File: config.mk
export PLATFORM = sky130hd
export DESIGN_NAME = reg_file_reader
export DESIGN_NICKNAME = d
export VERILOG_FILES = /design/src/rtl/reg_file_reader.sv
export SDC_FILE = /design/constraint.sdc
export NUM_CORES = 1
export LEC_CHECK = 0
export BUFFER_PORTS_ARGS = -buffer_cell sky130_fd_sc_hd__buf_2
export CAP_MARGIN = 5
export CELL_PAD_IN_SITES_DETAIL_PLACEMENT = 1
export CELL_PAD_IN_SITES_GLOBAL_PLACEMENT = 1
export CORE_UTILIZATION = 45
export CTS_CLUSTER_DIAMETER = 120
export DETAILED_ROUTE_END_ITERATION = 8
export PLACE_DENSITY = 0.87
export SYNTH_ARGS = -nofsm -noshare
export SYNTH_HDL_FRONTEND = slang
export SYNTH_SLANG_ARGS = --single-unit
File: constraint.sdc
create_clock -name Clk -period 6.3 [get_ports Clk]
set_input_delay 0.315 -clock Clk [delete_from_list [all_inputs] [get_ports Clk]]
set_output_delay 0.315 -clock Clk [all_outputs]
set_load 0.05 [all_outputs]
File: src/rtl/reg_file_reader.sv
// Burst reader for a 1-cycle-latency register file. It streams len words from base_addr through
// a 2-entry output buffer with a valid/ready handshake. Optional READ_PARITY_EN adds out_parity.
module reg_file_reader #(
  parameter int DATA_W = 8,
  parameter int ADDR_W = 4
) (
  input  logic              Clk,
  input  logic              R,
  input  logic              start,
  input  logic [ADDR_W-1:0] base_addr,
  input  logic [ADDR_W:0]   len,
  output logic              rd_en,
  output logic [ADDR_W-1:0] rd_addr,
  input  logic [DATA_W-1:0] rd_data,
  output logic [DATA_W-1:0] out_data,
  output logic              out_valid,
  input  logic              out_ready,
`ifdef READ_PARITY_EN
  output logic              out_parity,
`endif
  output logic              busy,
  output logic              done
);

  typedef enum logic [1:0] {IDLE, FETCH, DRAIN} state_t;

  state_t            state;
  logic [ADDR_W:0]   rd_left;
  logic [ADDR_W:0]   xfer_left;
  logic [1:0]        occ;
  logic              in_flight;
  logic [DATA_W-1:0] slot1;

  logic              push, pop;
  logic [2:0]        used_c;
  logic [1:0]        occ_next;
  logic              head_ld, slot1_ld;
  logic [DATA_W-1:0] head_nxt;

  assign push = in_flight;
  assign pop  = out_valid & out_ready;
  assign busy = (state != IDLE);

  // Credit for the pop at this edge, so a 2-entry buffer sustains one word per cycle.
  assign used_c = {1'b0, occ} + {2'b0, in_flight} - {2'b0, pop};
  assign rd_en  = (state == FETCH) && (used_c < 3'd2);

  always_comb begin
    occ_next = occ + {1'b0, push} - {1'b0, pop};
    head_ld  = 1'b0;
    head_nxt = out_data;
    if (push && (occ == 2'd0 || (occ == 2'd1 && pop))) begin
      head_ld  = 1'b1;
      head_nxt = rd_data;
    end else if (pop && occ == 2'd2) begin
      head_ld  = 1'b1;
      head_nxt = slot1;
    end
    slot1_ld = push && ((occ == 2'd1 && !pop) || (occ == 2'd2 && pop));
  end

  always_ff @(posedge Clk or negedge R) begin
    if (!R) begin
      state     <= IDLE;
      rd_addr   <= '0;
      rd_left   <= '0;
      xfer_left <= '0;
      occ       <= '0;
      in_flight <= 1'b0;
      slot1     <= '0;
      out_data  <= '0;
      out_valid <= 1'b0;
`ifdef READ_PARITY_EN
      out_parity <= 1'b0;
`endif
      done      <= 1'b0;
    end else begin
      done      <= 1'b0;
      in_flight <= rd_en;
      occ       <= occ_next;
      out_valid <= (occ_next != 2'd0);
      if (head_ld) begin
        out_data <= head_nxt;
`ifdef READ_PARITY_EN
        out_parity <= ^head_nxt;
`endif
      end
      if (slot1_ld) slot1 <= rd_data;

      case (state)
        IDLE: begin
          if (start) begin
            if (len == '0) begin
              done <= 1'b1;
            end else begin
              state     <= FETCH;
              rd_addr   <= base_addr;
              rd_left   <= len;
              xfer_left <= len;
            end
          end
        end
        FETCH: begin
          if (rd_en) begin
            rd_addr <= rd_addr + ADDR_W'(1);
            rd_left <= rd_left - (ADDR_W+1)'(1);
            if (rd_left == (ADDR_W+1)'(1)) state <= DRAIN;
          end
        end
        default: ;
      endcase

      // The final transfer can only happen in DRAIN, after the last read has issued.
      if (state != IDLE && pop) begin
        xfer_left <= xfer_left - (ADDR_W+1)'(1);
        if (xfer_left == (ADDR_W+1)'(1)) begin
          state <= IDLE;
          done  <= 1'b1;
        end
      end
    end
  end

endmodule

==> key figures <==
Synthesis
  • Synth cell types: 40
  • Synth area leader: dfrtp_1
  • Syn Std Cell Area: about 1900 um2
  • Sequential cell area fraction in the yosys report: approximately half
  • Synth top area share: 49.9%
  • Syn_area_per_cell: around 11 um2
  • Post-Syn Nets: 200
  • Number of synthesized register bits: 37
  • Area contributors post-synth: dfrtp_1 (50%), mux2_2 (4.9%), ha_1 (4.0%), a22o_1 (3.8%), a21o_1 (3.6%)
  • Mapped Cells: between 150 and 200
  • Yosys Warn Count: 0

Cells and area
  • Most common library cell in the layout ignoring fill and taps: dfrtp_1
  • Most frequent cells in the layout: dfrtp_1 (37), buf_2 (36), nand2_1 (15), a21oi_1 (13), nor2_1 (10)
  • Share of layout cells above drive strength 1: 29.2%
  • Reg area: around 930 um2
  • Final-layout fill cell count: between 400 and 500
  • Area occupied by multi-input gates: about 870 um2
  • Ant. Diodes: 0
  • Design Area, Final: 2150 um2
  • Area delta synth->final: 15.8%
  • # nets final: 239

Die
  • Core ar.: around 3800 um2
  • Initial Utilization: between 40 and 50%
  • Die area: roughly 4400 um2
  • Die X-Extent: around 66 um
  • # IOs: 37
  • Die Ht: roughly 66 um
  • Rows: 22

Timing
  • Worst Skew: 0.00557 ns
  • Worst-Margin Slew: 0.836 ns
  • RSZ-0062 raised after global routing: false
  • Slew headroom: around 44%
  • Final setup TNS: 0 ns
  • # setup viols final: 0
  • Final period utilization: around 45%
  • Fmax: around 0.35 GHz
  • Fin. max-slew vios: 0
  • Tmin final: ~2.8 ns
  • Hold Vio Cnt, Final: 0
  • Min Hold Slack: between 0.1 and 0.15 ns

Clock tree
  • Clock Pin Slew Worst Setup and Hold Paths: 0.07 ns
  • Max clock buf depth: 2
  • Clk_lat worst skew: 0.29 ns
  • Post-CTS Hold Fix Bufs: 0
  • Post-CTS setup buffer count: 0
  • Htree depth: 2
  • Clk root buf: clkbuf_8
  • Clock Sinks: 37
  • Post-CTS Resized: 0
  • CTS tree: done
  • Number of buffers created by CTS: 5

Setup path
  • Worst EP required: approximately 6 ns
  • R2r setup slk: 3.63 ns
  • Crit path DAT: between 2 and 3 ns
  • CP max FO: 5
  • Worst setup path class: register to output port
  • Crit end category: output port
  • Type of origin of the critical path: register

Place
  • Port buffer count: 36
  • Final GP Congestion: 0.852
  • HPWL after detailed placement: 3.49 mm
  • Post-DP Area: between 2000 and 2500 um2

Detailed routing
  • WL per Instance: 18.2 um
  • Drt drc: 0
  • Post-DR vias/cell: 5.82
  • 1st-iter DRT viols: 53
  • Drt pass-1 iters: 4
  • Final WL: around 4.7 mm
  • Vias: around 1500
  • Post-DRT Antenna Nets: 0

GRT
  • Initial antenna violation count: 0
  • GRT Overall Usage: 24.5%
  • Largest net degree at the start of global routing: 38
  • First-pass GRT wire length: between 7 and 8 mm
  • Gr ovfl total: 0
  • Number of global-route vias before repair: roughly 1600

Hold path
  • HP Class: input port to async pin

Power and ir drop
  • Pleak: about 0.0012 uW
  • P per Cell Area: roughly 200 nW/um2
  • Overall power: 433 uW
  • Worst VDD drop: 0.0839 mV

Job
  • Max-cap check violation count: 0

Status
  • Status: complete, no violations
## power by group
part           total, uW  switching [uW]  leakage (uW)  internal (uW)
clock network        158            81.6     0.0000450           76.6
logic               30.5            19.1      0.000633           11.4
registers            245            4.56      0.000501            240
total                433             105       0.00118            328
## final timing paths
check / startpoint / endpoint / cells past startpoint
max in group asynchronous: R / xfer_left[4] / 1
worst max-delay path: out_valid / rd_en / 9
worst min-delay path: R / out_data[3] / 1
worst min register to register: out_data[6] / out_data[6] / 1
min in group Clk: rd_data[6] / slot1[6] / 2
worst max register to register: out_valid / rd_left[4] / 10
## registers in the layout, indices dropped and copies added (netlist names)
name / flops
done: 1
in_flight: 1
occ: 2
out_data: 8
out_valid: 1
rd_addr: 4
rd_left: 5
slot1: 8
state: 2
xfer_left: 5
## routing by layer
metal	track usage [%]	up-vias	share of wire [%]
met1	26.7	766	40
met2	44.5	32	54
li1	-	705	-
met4	10.6	0	1.6
met5	0	-	0
met3	6.03	9	4.0
## cells by family (layout without fill, tap and decap cells)
kind of cell | count (synthesis) | in the layout | synth area share (%)
AOI/OAI and AO/OA | 54 | 54 | 20.2
xor gates and xnor gates | 4 | 4 | 1.89
adders and majority gates | 7 | 7 | 5.12
buffers and inverters | 13 | 53 | 3.44
DFF | 37 | 37 | 49.9
muxes | 10 | 10 | 5.93
and+or+nand+nor | 47 | 47 | 13.5
## final cells by class
type / count / area share (%)
Tap cell: 48 / 2.79
Clock inverter: 2 / 0.466
Clock buffer: 6 / 3.38
Multi-Input combinational cell: 122 / 40.3
Sequential cell: 37 / 43.1
Inverter: 9 / 1.57
Timing Repair Buffer: 36 / 8.38
## synthesized netlist by cell type, drive strengths merged
library cell / number
a211oi: 2
a21o: 9
a21oi: 13
a221oi: 1
a22o: 8
a22oi: 1
a31o: 1
a32oi: 1
and2: 1
and3b: 2
buf: 2
clkbuf: 2
clkinv: 1
dfrtp: 37
fa: 1
ha: 6
inv: 8
mux2: 8
mux2i: 2
nand2: 15
nand2b: 1
nand3: 4
nand3b: 1
nand4: 2
nor2: 10
nor3: 5
nor3b: 2
o211ai: 3
o21ai: 7
o221a: 1
o22ai: 5
o31a: 1
o31ai: 1
or2: 3
or4: 1
xnor2: 2
xor2: 2
## stage by stage
step	utilization [%]	instances	setup slack [ns]
after floorplan	-	172	3.69
after global placement	54.4	252	3.79
after detailed placement	54.4	252	3.61
after CTS	56.6	260	3.47
after global routing	56.6	260	3.30
final	56.6	260	3.47
## critical path, stage by stage, from the launching register on
cell     delay, ns
dfrtp_1       0.41
nand2_1       0.23
xnor2_1       0.16
ha_1          0.18
inv_1         0.05
fa_1          0.37
xnor2_1       0.22
nand4_1       0.17
inv_1         0.15
buf_2         0.27
Note: power is estimated with default switching activity, not from simulation.
